<file path="src/rtl/issue_ctrl_pkg.sv">
// Shared opcodes, queue entry layout and FSM state type for the issue controller.
// Small helpers keep pointer sizing and load/store classification in one place.
package issue_ctrl_pkg;

    localparam logic [6:0] OPC_LOAD  = 7'b0000011;
    localparam logic [6:0] OPC_STORE = 7'b0100011;

    localparam int ENTRY_W = 64;

    typedef enum logic {
        ST_RUN   = 1'b0,
        ST_FLUSH = 1'b1
    } state_t;

    typedef struct packed {
        logic [31:0] pc;
        logic [31:0] instr;
    } iq_entry_t;

    // Pointer width for a power-of-two queue depth.
    function automatic int iq_ptr_w(input int depth);
        return $clog2(depth);
    endfunction

    function automatic logic is_mem_op(input logic [31:0] instr);
        return (instr[6:0] == OPC_LOAD) || (instr[6:0] == OPC_STORE);
    endfunction

endpackage

</file>
<file path="src/rtl/issue_ctrl_iq_fifo.sv">
// Synchronous circular instruction queue with push/pop/clear and a combinational head read.
// Pointers wrap naturally because the depth is a power of two.
module iq_fifo
    import issue_ctrl_pkg::*;
#(
    parameter int DEPTH = 8
) (
    input  logic                       clk_in,
    input  logic                       rst_in,
    input  logic                       clear,
    input  logic                       push,
    input  logic [ENTRY_W-1:0]         push_data,
    input  logic                       pop,
    output logic [ENTRY_W-1:0]         head_data,
    output logic [iq_ptr_w(DEPTH):0]   count,
    output logic                       full,
    output logic                       empty
);

    localparam int PTR_W = iq_ptr_w(DEPTH);
    localparam int CW    = PTR_W + 1;
    localparam logic [CW-1:0] FULL_CNT = CW'(DEPTH);

    logic [ENTRY_W-1:0] mem [DEPTH];
    logic [PTR_W-1:0]   head;
    logic [PTR_W-1:0]   tail;
    logic               do_push;
    logic               do_pop;

    assign full      = (count == FULL_CNT);
    assign empty     = (count == '0);
    assign do_push   = push && !full && !clear;
    assign do_pop    = pop && !empty && !clear;
    assign head_data = mem[head];

    // NOTE: sequential state uses non-blocking assignments so every register
    // samples pre-edge values, independent of statement order.
    always_ff @(posedge clk_in) begin
        if (!rst_in || clear) begin
            head  <= '0;
            tail  <= '0;
            count <= '0;
        end else begin
            if (do_push) begin
                tail <= tail + PTR_W'(1);
            end
            if (do_pop) begin
                head <= head + PTR_W'(1);
            end
            case ({do_push, do_pop})
                2'b10:   count <= count + CW'(1);
                2'b01:   count <= count - CW'(1);
                default: count <= count;
            endcase
        end
    end

    // NOTE: the storage array is deliberately not reset; entries are only ever
    // read below count, and leaving it reset-free lets it map onto RAM.
    always_ff @(posedge clk_in) begin
        if (do_push) begin
            mem[tail] <= push_data;
        end
    end

endmodule

</file>
<file path="src/rtl/issue_ctrl.sv">
// Issue controller: queues fetched (pc, instr) pairs and issues one per cycle to the
// decoder when the ROB and the target RS/LSB can accept it; handles flush and stall counting.
module issue_ctrl
    import issue_ctrl_pkg::*;
#(
    parameter int IQ_DEPTH = 8,
    parameter int CNT_W    = 16
) (
    input  logic             clk_in,
    input  logic             rst_in,
    input  logic             rdy_in,
    input  logic             flush_in,
    input  logic             if_valid,
    input  logic [31:0]      if_pc,
    input  logic [31:0]      if_instr,
    output logic             if_ready,
    input  logic             rob_full,
    input  logic             rs_full,
    input  logic             lsb_full,
    output logic             dec_valid,
    output logic [31:0]      dec_pc,
    output logic [31:0]      dec_instr,
    output logic             dec_is_mem,
    output logic [CNT_W-1:0] stall_cnt
);

    localparam int PTR_W = iq_ptr_w(IQ_DEPTH);

    state_t             state;
    state_t             state_next;
    iq_entry_t          push_entry;
    iq_entry_t          head_entry;
    logic [ENTRY_W-1:0] head_bits;
    logic [PTR_W:0]     iq_count;
    logic               iq_full;
    logic               iq_empty;
    logic               push;
    logic               issue;
    logic               head_is_mem;
    logic               res_ok;
    logic               stall_inc;

    assign push_entry = '{pc: if_pc, instr: if_instr};
    assign head_entry = iq_entry_t'(head_bits);

    iq_fifo #(
        .DEPTH (IQ_DEPTH)
    ) u_fifo (
        .clk_in    (clk_in),
        .rst_in    (rst_in),
        .clear     (flush_in),
        .push      (push),
        .push_data (push_entry),
        .pop       (issue),
        .head_data (head_bits),
        .count     (iq_count),
        .full      (iq_full),
        .empty     (iq_empty)
    );

    // Readiness looks at the current count only, so a full queue never
    // relies on a same-cycle pop to make room.
    assign if_ready    = (state == ST_RUN) && !iq_full;
    assign push        = if_valid && if_ready && rdy_in && !flush_in;
    assign head_is_mem = is_mem_op(head_entry.instr);

    // NOTE: every always_comb output gets a default before any branch so no
    // path leaves a signal unassigned and no latch is inferred.
    always_comb begin
        state_next = state;
        res_ok     = 1'b0;
        issue      = 1'b0;
        stall_inc  = 1'b0;

        if (flush_in) begin
            state_next = ST_FLUSH;
        end else if (rdy_in) begin
            state_next = ST_RUN;
        end

        res_ok = !rob_full && (head_is_mem ? !lsb_full : !rs_full);

        if ((state == ST_RUN) && !iq_empty && rdy_in && !flush_in) begin
            issue     = res_ok;
            stall_inc = !res_ok;
        end
    end

    always_ff @(posedge clk_in) begin
        if (!rst_in) begin
            state <= ST_RUN;
        end else begin
            state <= state_next;
        end
    end

    // Payload registers hold their last value on idle cycles; only valid drops.
    always_ff @(posedge clk_in) begin
        if (!rst_in) begin
            dec_valid  <= 1'b0;
            dec_pc     <= '0;
            dec_instr  <= '0;
            dec_is_mem <= 1'b0;
        end else if (flush_in) begin
            dec_valid <= 1'b0;
        end else if (rdy_in) begin
            dec_valid <= issue;
            if (issue) begin
                dec_pc     <= head_entry.pc;
                dec_instr  <= head_entry.instr;
                dec_is_mem <= head_is_mem;
            end
        end
    end

    always_ff @(posedge clk_in) begin
        if (!rst_in) begin
            stall_cnt <= '0;
        end else if (stall_inc && (stall_cnt != '1)) begin
            stall_cnt <= stall_cnt + CNT_W'(1);
        end
    end

endmodule

</file>
<file path="config.mk">
export PLATFORM = sky130hd
export DESIGN_NAME = issue_ctrl
export DESIGN_NICKNAME = d
export VERILOG_FILES = /design/src/rtl/issue_ctrl_pkg.sv /design/src/rtl/issue_ctrl_iq_fifo.sv /design/src/rtl/issue_ctrl.sv
export SDC_FILE = /design/constraint.sdc
export NUM_CORES = 1
export LEC_CHECK = 0
export ABC_CLOCK_PERIOD_IN_PS = 10260
export BUFFER_PORTS_ARGS = -buffer_cell sky130_fd_sc_hd__buf_2
export CORE_ASPECT_RATIO = 0.7
export CORE_MARGIN = 2
export CORE_UTILIZATION = 45
export CTS_CLUSTER_DIAMETER = 40
export DETAILED_ROUTE_END_ITERATION = 7
export PLACE_DENSITY = 0.64
export SYNTH_ARGS = -nofsm -noshare
export SYNTH_HDL_FRONTEND = slang
export SYNTH_SLANG_ARGS = --single-unit
</file>
<file path="constraint.sdc">
create_clock -name clk_in -period 10.26 [get_ports clk_in]
set_input_delay 1.026 -clock clk_in [delete_from_list [all_inputs] [get_ports clk_in]]
set_output_delay 1.026 -clock clk_in [all_outputs]
set_load 0.005 [all_outputs]
</file>
==> flow_metrics.env, run 1 <==
export IMPL_outcome="complete, no violations"
export IMPL_antenna_left=0
export IMPL_cts_sinks=608
export IMPL_worst_pin_slew_ns=1.08
export IMPL_yosys_area_share_simple_pct=3.06
export IMPL_io_buffers=154
export IMPL_worst_hold_path_type="flip-flop to flip-flop"
export IMPL_synth_cell_types=50
export IMPL_core_area_mm2=0.0507
export IMPL_setup_viol=0
export IMPL_ys_warn_count=0
export IMPL_critPathKind="flip-flop to flip-flop"
export IMPL_cts_buffer_depth=3
export IMPL_cp_end_kind="flip-flop"
export IMPL_fmax_mhz=185
export IMPL_syn_inst=1150
export IMPL_crit_end="u_fifo.count[3]$_SDFFE_PP0P_"
export IMPL_die_w_um=274
export IMPL_synthesis_area_mm2=0.0230
export IMPL_vias=11300
export IMPL_viasPerCell=5.45
export IMPL_finalWorstSetupSlack_ns=4.84
export IMPL_insertion_delay_ns=0.60
export IMPL_avgSynthCellArea_um2=20.0
export IMPL_synth_xor_area_share_pct=0.304
export IMPL_grt_pass1_vias=11600
export IMPL_h_tree_depth=3
export IMPL_synth_compound_area_share_pct=4.04
export IMPL_num_rows=69
export IMPL_reg2reg_to="u_fifo.count[3]$_SDFFE_PP0P_"
export IMPL_hold_viol=0
export IMPL_cts_clk_slew_worst_paths_ns=0.06
export IMPL_grt_max_degree=81
export IMPL_grtUsageTotal_pct=17.9
export IMPL_syn2layout_area_growth_pct=16.4
export IMPL_synth_top_family_by_area="multiplexers"
export IMPL_tns_ns=0
export IMPL_ir_worst_vdd_mv=0.136
export IMPL_fin_skew_ns=0.0281
export IMPL_p_per_area_mw_per_mm2=191
export IMPL_placed_cell_area_mm2=0.0246
export IMPL_worstPathMaxFanout=56
export IMPL_drt_first_iter_violations=952
export IMPL_start_util_pct=45.5
export IMPL_final_area_mm2=0.0268
export IMPL_finalCritPeriodShare_pct=52.8
export IMPL_maxSlewHeadroom_pct=27.9
export IMPL_grt_pass1_wl_um=71100
export IMPL_drc_errors=0
export IMPL_crit_arrival_ns=5.93
export IMPL_hpwl_um=25400
export IMPL_required_ns=10.77
export IMPL_synthFlopType="edfxtp_1"
export IMPL_pin_count=155
export IMPL_drive_above_1_share_pct=34.3
export IMPL_numCtsBuffers=68
export IMPL_synth_mux_area_share_pct=15.7
export IMPL_slew_viol_final=0
export IMPL_grt_ovfl_total=0
export IMPL_wl_um=46900
export IMPL_nets=1410
export IMPL_async_flop_share_pct=0
export IMPL_min_period_ns=5.42
export IMPL_antenna_found_initial=7
export IMPL_synth_seq_cells=608
export IMPL_dieArea_mm2=0.0530
export IMPL_final_common_cell="edfxtp_1"
export IMPL_cts_resized=0
export IMPL_finalPower_w=0.00513
export IMPL_cp_start_kind="flip-flop"
export IMPL_die_y_um=193
export IMPL_cts_root_buf="clkbuf_16"
export IMPL_worst_r2r_path_depth=13
export IMPL_synth_area_leaders="edfxtp_1, mux4_2, dfxtp_1"
export IMPL_synth_adder_area_share_pct=0.413
export IMPL_wire_per_inst_um=22.7
export IMPL_drv_cap=0
export IMPL_place_congestion=0.764
export IMPL_grt_setup_unrepaired="no"
export IMPL_most_common_layout_cells="edfxtp_1, buf_2, mux4_2"
export IMPL_post_cts_setup_buffers=0
export IMPL_firstDrtPassIters=5
export IMPL_cts_hold_repair_buffers=0
export IMPL_synth_nets=1229
export IMPL_ys_seq_area_share_pct=75.1
export IMPL_cts_tree="done"
export IMPL_yosys_area_top_type="edfxtp_1"
export IMPL_yosysTopAreaCellShare_pct=66.7
export IMPL_leakagePower_nw=8.49
export IMPL_pre_cts_ws_ns=4.70
export IMPL_r2r_setup_slack_ns=4.84
export IMPL_synth_edf_count=512
synth_stat cells, types with 2 or more instances:
library cell,count
a21boi_0,2
nand4_1,5
nor2_1,84
mux2_2,4
a211oi_2,44
a21o_1,2
buf_6,6
o21ai_1,4
buf_4,2
ha_1,6
nand2b_1,11
or3_1,3
and4_1,2
buf_2,5
o21ai_0,4
inv_1,10
buf_1,12
nor3_1,6
a2111oi_2,2
a21oi_1,14
mux4_2,128
nand2_1,23
clkbuf_1,36
xor2_1,3
a211oi_1,16
mux2i_1,68
dfxtp_1,96
xnor2_1,5
and3_1,3
edfxtp_1,512
nand3_1,13
cell families (layout without fill, tap and decap cells):
family / after synthesis / count (layout)
xor+xnor: 8 / 8
simple gates: 157 / 157
fa+ha+maj: 7 / 7
flops: 608 / 608
mux: 200 / 200
other cells: 0 / 6
compound gates: 98 / 98
buf+inv: 72 / 308
layer usage:
metal	vias to the layer above	GRT usage (%)	wire, um	share of wire (%)
li1	5049	-	-	-
met1	5847	25.4	21000	45
met2	269	28.2	22300	48
met3	81	3.72	2550	5.4
met4	6	5.23	978	2.1
met5	-	0	34	0.073
cell type report:
type	count	area [um2]
antenna	6	15.0
clock buffer	86	1850
clock inverter	39	365
fill	3997	23900
inverter	11	43.8
multi-input combinational	470	5470
sequential	608	17300
tap	674	843
timing repair buffer	172	906
how the worst min path moves through the flow:
stage,depth (start not counted),slack (ns),to,startpoint
floorplan,2,0.44,dec_instr[2]$_SDFFE_PN0P_,dec_instr[2]$_SDFFE_PN0P_
global placement,2,0.45,dec_instr[3]$_SDFFE_PN0P_,dec_instr[3]$_SDFFE_PN0P_
detailed placement,2,0.45,dec_instr[4]$_SDFFE_PN0P_,dec_instr[4]$_SDFFE_PN0P_
CTS,2,0.46,dec_instr[4]$_SDFFE_PN0P_,dec_instr[4]$_SDFFE_PN0P_
global route,2,0.48,dec_instr[4]$_SDFFE_PN0P_,dec_instr[4]$_SDFFE_PN0P_
finish,2,0.45,dec_instr[4]$_SDFFE_PN0P_,dec_instr[4]$_SDFFE_PN0P_
sequential cells by signal, indices dropped and copies added (netlist names), named ones only:
name,count
u_fifo.mem,512
dec_instr,32
u_fifo.head,3
dec_is_mem,1
u_fifo.tail,3
state,1
dec_valid,1
stall_cnt,16
u_fifo.count,4
dec_pc,32
metrics by stage:
stage,util (%),cells,hold slack (ns)
3_3_place_gp,48.5,1935,0.447
5_1_grt,52.9,2061,0.481
4_1_cts,52.9,2060,0.456
3_5_place_dp,48.5,1935,0.446
2_1_floorplan,-,1150,0.445
6_report,52.9,2066,0.453
critical path, cell delays in order, from the launching register on:
cell	delay, ns
dfxtp_4	1.06
buf_4	0.77
mux4_2	0.60
mux2i_1	0.19
or2_2	0.20
o31a_1	0.32
and3_4	0.70
ha_1	0.32
ha_1	0.24
a21o_1	0.18
a21oi_1	0.16
xnor2_1	0.09
or3_1	0.31
a21oi_1	0.13
where the power goes:
part | internal, W | leakage [nW] | total, W | switching (W)
registers | 0.00268 | 5.38 | 0.00268 | 0.00000241
logic | 0.0000215 | 2.02 | 0.0000730 | 0.0000515
clock network | 0.00138 | 1.08 | 0.00238 | 0.000992
(Power assumes the default switching activity.)
==> run 2, diff against run 1 <==
--- a/config.mk
+++ b/config.mk
@@ -5,7 +5,7 @@
 export SDC_FILE = /design/constraint.sdc
 export NUM_CORES = 1
 export LEC_CHECK = 0
-export ABC_CLOCK_PERIOD_IN_PS = 10260
+export ABC_CLOCK_PERIOD_IN_PS = 5600
 export BUFFER_PORTS_ARGS = -buffer_cell sky130_fd_sc_hd__buf_2
 export CORE_ASPECT_RATIO = 0.7
 export CORE_MARGIN = 2
==> constraint.sdc (replaced) <==
create_clock -name clk_in -period 5.6 [get_ports clk_in]
set_input_delay 0.56 -clock clk_in [delete_from_list [all_inputs] [get_ports clk_in]]
set_output_delay 0.56 -clock clk_in [all_outputs]
set_load 0.005 [all_outputs]
==> run 2 against run 1 <==
Effect of this change:
- global-route usage rose by 0.089 points
- core utilization rose by 0.17 points
- critical path type unchanged
- largest cell class unchanged
- critical endpoint unchanged
- die area did not move
==> flow_metrics.env, run 2 (synthesis gave the netlist of run 1 again) <==
export IMPL_outcome="complete, no violations"
export IMPL_leakagePower_nw=8.51
export IMPL_core_area_mm2=0.0507
export IMPL_most_common_layout_cells="edfxtp_1, buf_2, mux4_2"
export IMPL_hold_viol=0
export IMPL_cts_root_buf="clkbuf_16"
export IMPL_insertion_delay_ns=0.59
export IMPL_grt_pass1_vias=11500
export IMPL_cts_tree="done"
export IMPL_ir_worst_vdd_mv=0.188
export IMPL_post_cts_setup_buffers=0
export IMPL_antenna_left=0
export IMPL_wire_per_inst_um=22.9
export IMPL_final_common_cell="edfxtp_1"
export IMPL_required_ns=6.11
export IMPL_cp_end_kind="flip-flop"
export IMPL_setup_viol=0
export IMPL_p_per_area_mw_per_mm2=350
export IMPL_largest_reg_flops=512
export IMPL_fmax_mhz=225
export IMPL_tns_ns=0
export IMPL_hpwl_um=26100
export IMPL_num_rows=69
export IMPL_antenna_found_initial=6
export IMPL_worst_hold_path_type="primary input to flip-flop"
export IMPL_n_fill_cell=3946
export IMPL_min_period_ns=4.45
export IMPL_critPathKind="flip-flop to flip-flop"
export IMPL_pin_count=155
export IMPL_finalCritPeriodShare_pct=79.4
export IMPL_numCtsBuffers=68
export IMPL_die_y_um=193
export IMPL_drive_above_1_share_pct=34.5
export IMPL_crit_arrival_ns=4.96
export IMPL_vias=11300
export IMPL_slowest_stage="dfxtp_4"
export IMPL_h_tree_depth=3
export IMPL_viasPerCell=5.48
export IMPL_cts_hold_repair_buffers=0
export IMPL_grt_max_degree=66
export IMPL_syn2layout_area_growth_pct=16.7
export IMPL_drt_first_iter_violations=843
export IMPL_nets=1414
export IMPL_firstDrtPassIters=6
export IMPL_grt_ovfl_total=0
export IMPL_drv_cap=0
export IMPL_maxSlewHeadroom_pct=32.3
export IMPL_grtUsageTotal_pct=18.0
export IMPL_reg_largest_list="u_fifo.mem: 512 flops, dec_instr: 32 flops, dec_pc: 32 flops"
export IMPL_hold_path_startpoint="flush_in"
export IMPL_die_w_um=274
export IMPL_cts_clk_slew_worst_paths_ns=0.06
export IMPL_worst_pin_slew_ns=1.01
export IMPL_cp_start_kind="flip-flop"
export IMPL_wl_um=47200
export IMPL_grt_pass1_wl_um=71100
export IMPL_io_buffers=154
export IMPL_fin_skew_ns=0.0170
export IMPL_cts_sinks=608
export IMPL_cts_resized=0
export IMPL_finalWorstSetupSlack_ns=1.15
export IMPL_path_cells="mux4_2, mux2_2, or4_4, o21ai_2, and3_4, ha_1, ha_1, a21o_1, a21oi_1, xnor2_1, or3_1, a21oi_1"
export IMPL_regMostFlops="u_fifo.mem"
export IMPL_start_util_pct=45.5
export IMPL_cts_buffer_depth=3
export IMPL_grt_setup_unrepaired="no"
export IMPL_pre_cts_ws_ns=1.14
export IMPL_slew_viol_final=0
export IMPL_drc_errors=0
export IMPL_worstPathMaxFanout=40
export IMPL_place_congestion=0.790
export IMPL_cpPeakStageDelay_ns=0.79
export IMPL_dieArea_mm2=0.0530
## run 2: changes by cell type in the layout (fill, tap and decap cells not counted)
cell	previous run	this run
buf_12	0	4
diode_2	6	2
inv_8	4	0
inv_6	6	9
clkinv_8	1	3
clkinvlp_4	6	4
nor3_2	2	0
nor3_4	0	2
bufinv_16	3	4
clkbuf_16	71	70
## run 2: layout make-up
cell class	instances	area [um2]	area share (%)
Clock inverter	39	394	1.47
Timing Repair Buffer	176	986	3.67
Inverter	11	43.8	0.163
Sequential cell	608	17300	64.4
Tap cell	674	843	3.14
Antenna cell	2	5.00	0.0186
Clock buffer	85	1830	6.80
Multi-Input combinational cell	470	5480	20.4
## run 2: power by group
part / internal [W] / switching (W)
clock network: 0.00255 / 0.00182
registers: 0.00491 / 0.00000420
logic: 0.0000400 / 0.0000948
## run 2: metal layers
metal	vias to the layer above	global-route usage (%)	share of wire, %
met4	10	4.11	1.5
met5	-	0	0.12
met2	248	27.7	47
li1	5048	-	-
met3	67	4.42	5.0
met1	5951	26.2	46
## run 2: worst paths after layout
path | slack [ns] | cells past startpoint | endpoint
max reg2reg | 1.15 | 12 | u_fifo.count[3]$_SDFFE_PP0P_
min | 0.23 | 3 | state$_SDFFE_PN0P_
max | 1.15 | 12 | u_fifo.count[3]$_SDFFE_PP0P_
min reg2reg | 0.46 | 2 | dec_instr[6]$_SDFFE_PN0P_
## run 2: stage by stage
step | power [W] | area, um2 | hold slack, ns | utilization (%) | instances
after detailed placement | 0.00515 | 24700 | 0.463 | 48.7 | 1939
final | 0.00942 | 26900 | 0.231 | 53.1 | 2065
after CTS | 0.00953 | 26900 | 0.191 | 53.0 | 2063
after global placement | 0.00514 | 24700 | 0.459 | 48.7 | 1939
after floorplan | 0.00506 | 23000 | 0.445 | - | 1150
after global routing | 0.00972 | 26900 | 0.217 | 53.0 | 2063
## run 2: critical path, delay by kind of cell, from the launching register on
kind                     cells  cell delay [ns]
XOR/XNOR                     1             0.09
multiplexers                 2             0.87
AO/OA/AOI/OAI                4             0.82
flip-flops                   1             0.79
adder cells (fa/ha/maj)      2             0.51
AND/OR/NAND/NOR              3             1.28
==> run 3, diff against run 2 <==
--- a/config.mk
+++ b/config.mk
@@ -5,7 +5,7 @@
 export SDC_FILE = /design/constraint.sdc
 export NUM_CORES = 1
 export LEC_CHECK = 0
-export ABC_CLOCK_PERIOD_IN_PS = 5600
+export ABC_CLOCK_PERIOD_IN_PS = 4600
 export BUFFER_PORTS_ARGS = -buffer_cell sky130_fd_sc_hd__buf_2
 export CORE_ASPECT_RATIO = 0.7
 export CORE_MARGIN = 2
==> constraint.sdc (replaced) <==
create_clock -name clk_in -period 4.6 [get_ports clk_in]
set_input_delay 0.46 -clock clk_in [delete_from_list [all_inputs] [get_ports clk_in]]
set_output_delay 0.46 -clock clk_in [all_outputs]
set_load 0.005 [all_outputs]
==> run 3 against run 2 <==
Effect of this change:
- register-to-register slack worse by 0.62 ns
- setup slack worse by 0.62 ns
- flip-flop and latch count stayed put
- via count is 0.74% lower
- maximum frequency is 9.4% higher
- clock-buffer cell count is 2 higher
- sequential share of layout area hardly changed
==> flow_metrics.env, run 3 (synthesis gave the netlist of run 1 again) <==
export IMPL_cts_clk_slew_worst_paths_ns=0.06
export IMPL_io_buffers=154
export IMPL_viasPerCell=5.43
export IMPL_final_area_mm2=0.0269
export IMPL_grtUsageTotal_pct=18.2
export IMPL_placed_cell_area_mm2=0.0247
export IMPL_vias=11200
export IMPL_fin_skew_ns=0.0221
export IMPL_crit_arrival_ns=4.58
export IMPL_antenna_found_initial=8
export IMPL_largest_reg_flops=512
export IMPL_outcome="complete, no violations"
export IMPL_regMostFlops="u_fifo.mem"
export IMPL_worst_r2r_path_depth=12
export IMPL_slew_viol_final=0
export IMPL_cp_start_kind="flip-flop"
export IMPL_grt_max_degree=70
export IMPL_die_w_um=274
export IMPL_drc_errors=0
export IMPL_most_common_layout_cells="edfxtp_1, buf_2, mux4_2"
export IMPL_final_common_cell="edfxtp_1"
export IMPL_num_rows=69
export IMPL_worstPathMaxFanout=20
export IMPL_wl_um=47000
export IMPL_n_fill_cell=3957
export IMPL_grt_pass1_wl_um=72200
export IMPL_multi_input_area_mm2=0.00548
export IMPL_tns_ns=0
export IMPL_cts_resized=0
export IMPL_fin_hold_ws_ns=0.114
export IMPL_required_ns=5.11
export IMPL_grt_ovfl_total=0
export IMPL_dieArea_mm2=0.0530
export IMPL_core_area_mm2=0.0507
export IMPL_firstDrtPassIters=4
export IMPL_dp_cells=1941
export IMPL_hold_depth=3
export IMPL_hold_viol=0
export IMPL_ir_worst_vdd_mv=0.256
export IMPL_min_period_ns=4.07
export IMPL_hpwl_um=25500
export IMPL_worst_hold_path_type="primary input to flip-flop"
export IMPL_cts_hold_repair_buffers=0
export IMPL_finalCritPeriodShare_pct=88.4
export IMPL_cts_root_buf="clkbuf_16"
export IMPL_pin_count=155
export IMPL_die_y_um=193
export IMPL_place_congestion=0.797
export IMPL_wire_per_inst_um=22.7
export IMPL_nets=1415
export IMPL_maxSlewHeadroom_pct=35.2
export IMPL_grt_pass1_vias=11600
export IMPL_critPathKind="flip-flop to flip-flop"
export IMPL_post_cts_setup_buffers=0
export IMPL_reg_largest_list="u_fifo.mem: 512 flops, dec_instr: 32 flops, dec_pc: 32 flops"
export IMPL_syn2layout_area_growth_pct=16.7
export IMPL_grt_setup_unrepaired="no"
export IMPL_antenna_left=0
export IMPL_drv_cap=0
export IMPL_insertion_delay_ns=0.60
export IMPL_cts_buffer_depth=3
export IMPL_setup_viol=0
export IMPL_leakagePower_nw=8.49
export IMPL_seq_area_mm2=0.0173
export IMPL_cts_tree="done"
export IMPL_worst_pin_slew_ns=0.972
export IMPL_drive_above_1_share_pct=34.3
export IMPL_start_util_pct=45.5
export IMPL_numCtsBuffers=67
export IMPL_drt_first_iter_violations=1002
export IMPL_p_per_area_mw_per_mm2=422
export IMPL_final_cells=2069
export IMPL_cts_sinks=608
export IMPL_r2r_setup_slack_ns=0.53
export IMPL_fmax_mhz=246
export IMPL_h_tree_depth=3
export IMPL_cp_end_kind="flip-flop"
==> run 3: final cells by class <==
cell class | instances | share of cell area (%)
repair buffers | 178 | 3.82
well taps | 674 | 3.14
clock inverters | 36 | 1.28
inverters | 11 | 0.163
diodes | 5 | 0.0466
clock buffers | 87 | 6.75
multi-input cells | 470 | 20.4
flip-flops and latches | 608 | 64.4
==> run 3: path summary, 6_finish.rpt <==
check | end | startpoint
min | state$_SDFFE_PN0P_ | flush_in
min reg2reg | dec_instr[4]$_SDFFE_PN0P_ | dec_instr[4]$_SDFFE_PN0P_
max reg2reg | u_fifo.count[3]$_SDFFE_PP0P_ | flip-flop
max | u_fifo.count[3]$_SDFFE_PP0P_ | flip-flop
==> run 3: worst max-delay path, stage by stage, from the launching register on <==
cell	delay, ns
dfxtp_4	0.57
mux4_2	0.55
mux2_2	0.29
or4_4	0.56
o31a_1	0.40
and3_4	0.24
ha_1	0.21
ha_1	0.27
a21o_1	0.18
a21oi_1	0.18
xnor2_1	0.10
or3_1	0.31
a21oi_1	0.13
==> run 3: power by group <==
group	total [W]	switching [W]	leakage, nW	internal [W]
clock network	0.00519	0.00218	1.04	0.00301
registers	0.00599	0.00000498	5.38	0.00598
logic	0.000165	0.000117	2.06	0.0000482
==> run 3: per-layer routing <==
layer  wire length (um)  vias up  GRT usage, %  share of wire [%]
li1                   -     5052             -                  -
met1              22000     5834          26.9                 47
met2              21500      267          27.3                 46
met3               2570       79          4.39                5.5
met4                857        8          4.49                1.8
met5                 48        -             0               0.10
==> run 3: stage by stage <==
step	total power, W	worst slack, ns	util [%]
2_1_floorplan	0.00616	0.329	-
3_3_place_gp	0.00626	0.569	48.7
3_5_place_dp	0.00627	0.527	48.7
4_1_cts	0.0115	0.521	53.0
5_1_grt	0.0117	0.314	53.0
6_report	0.0113	0.534	53.0
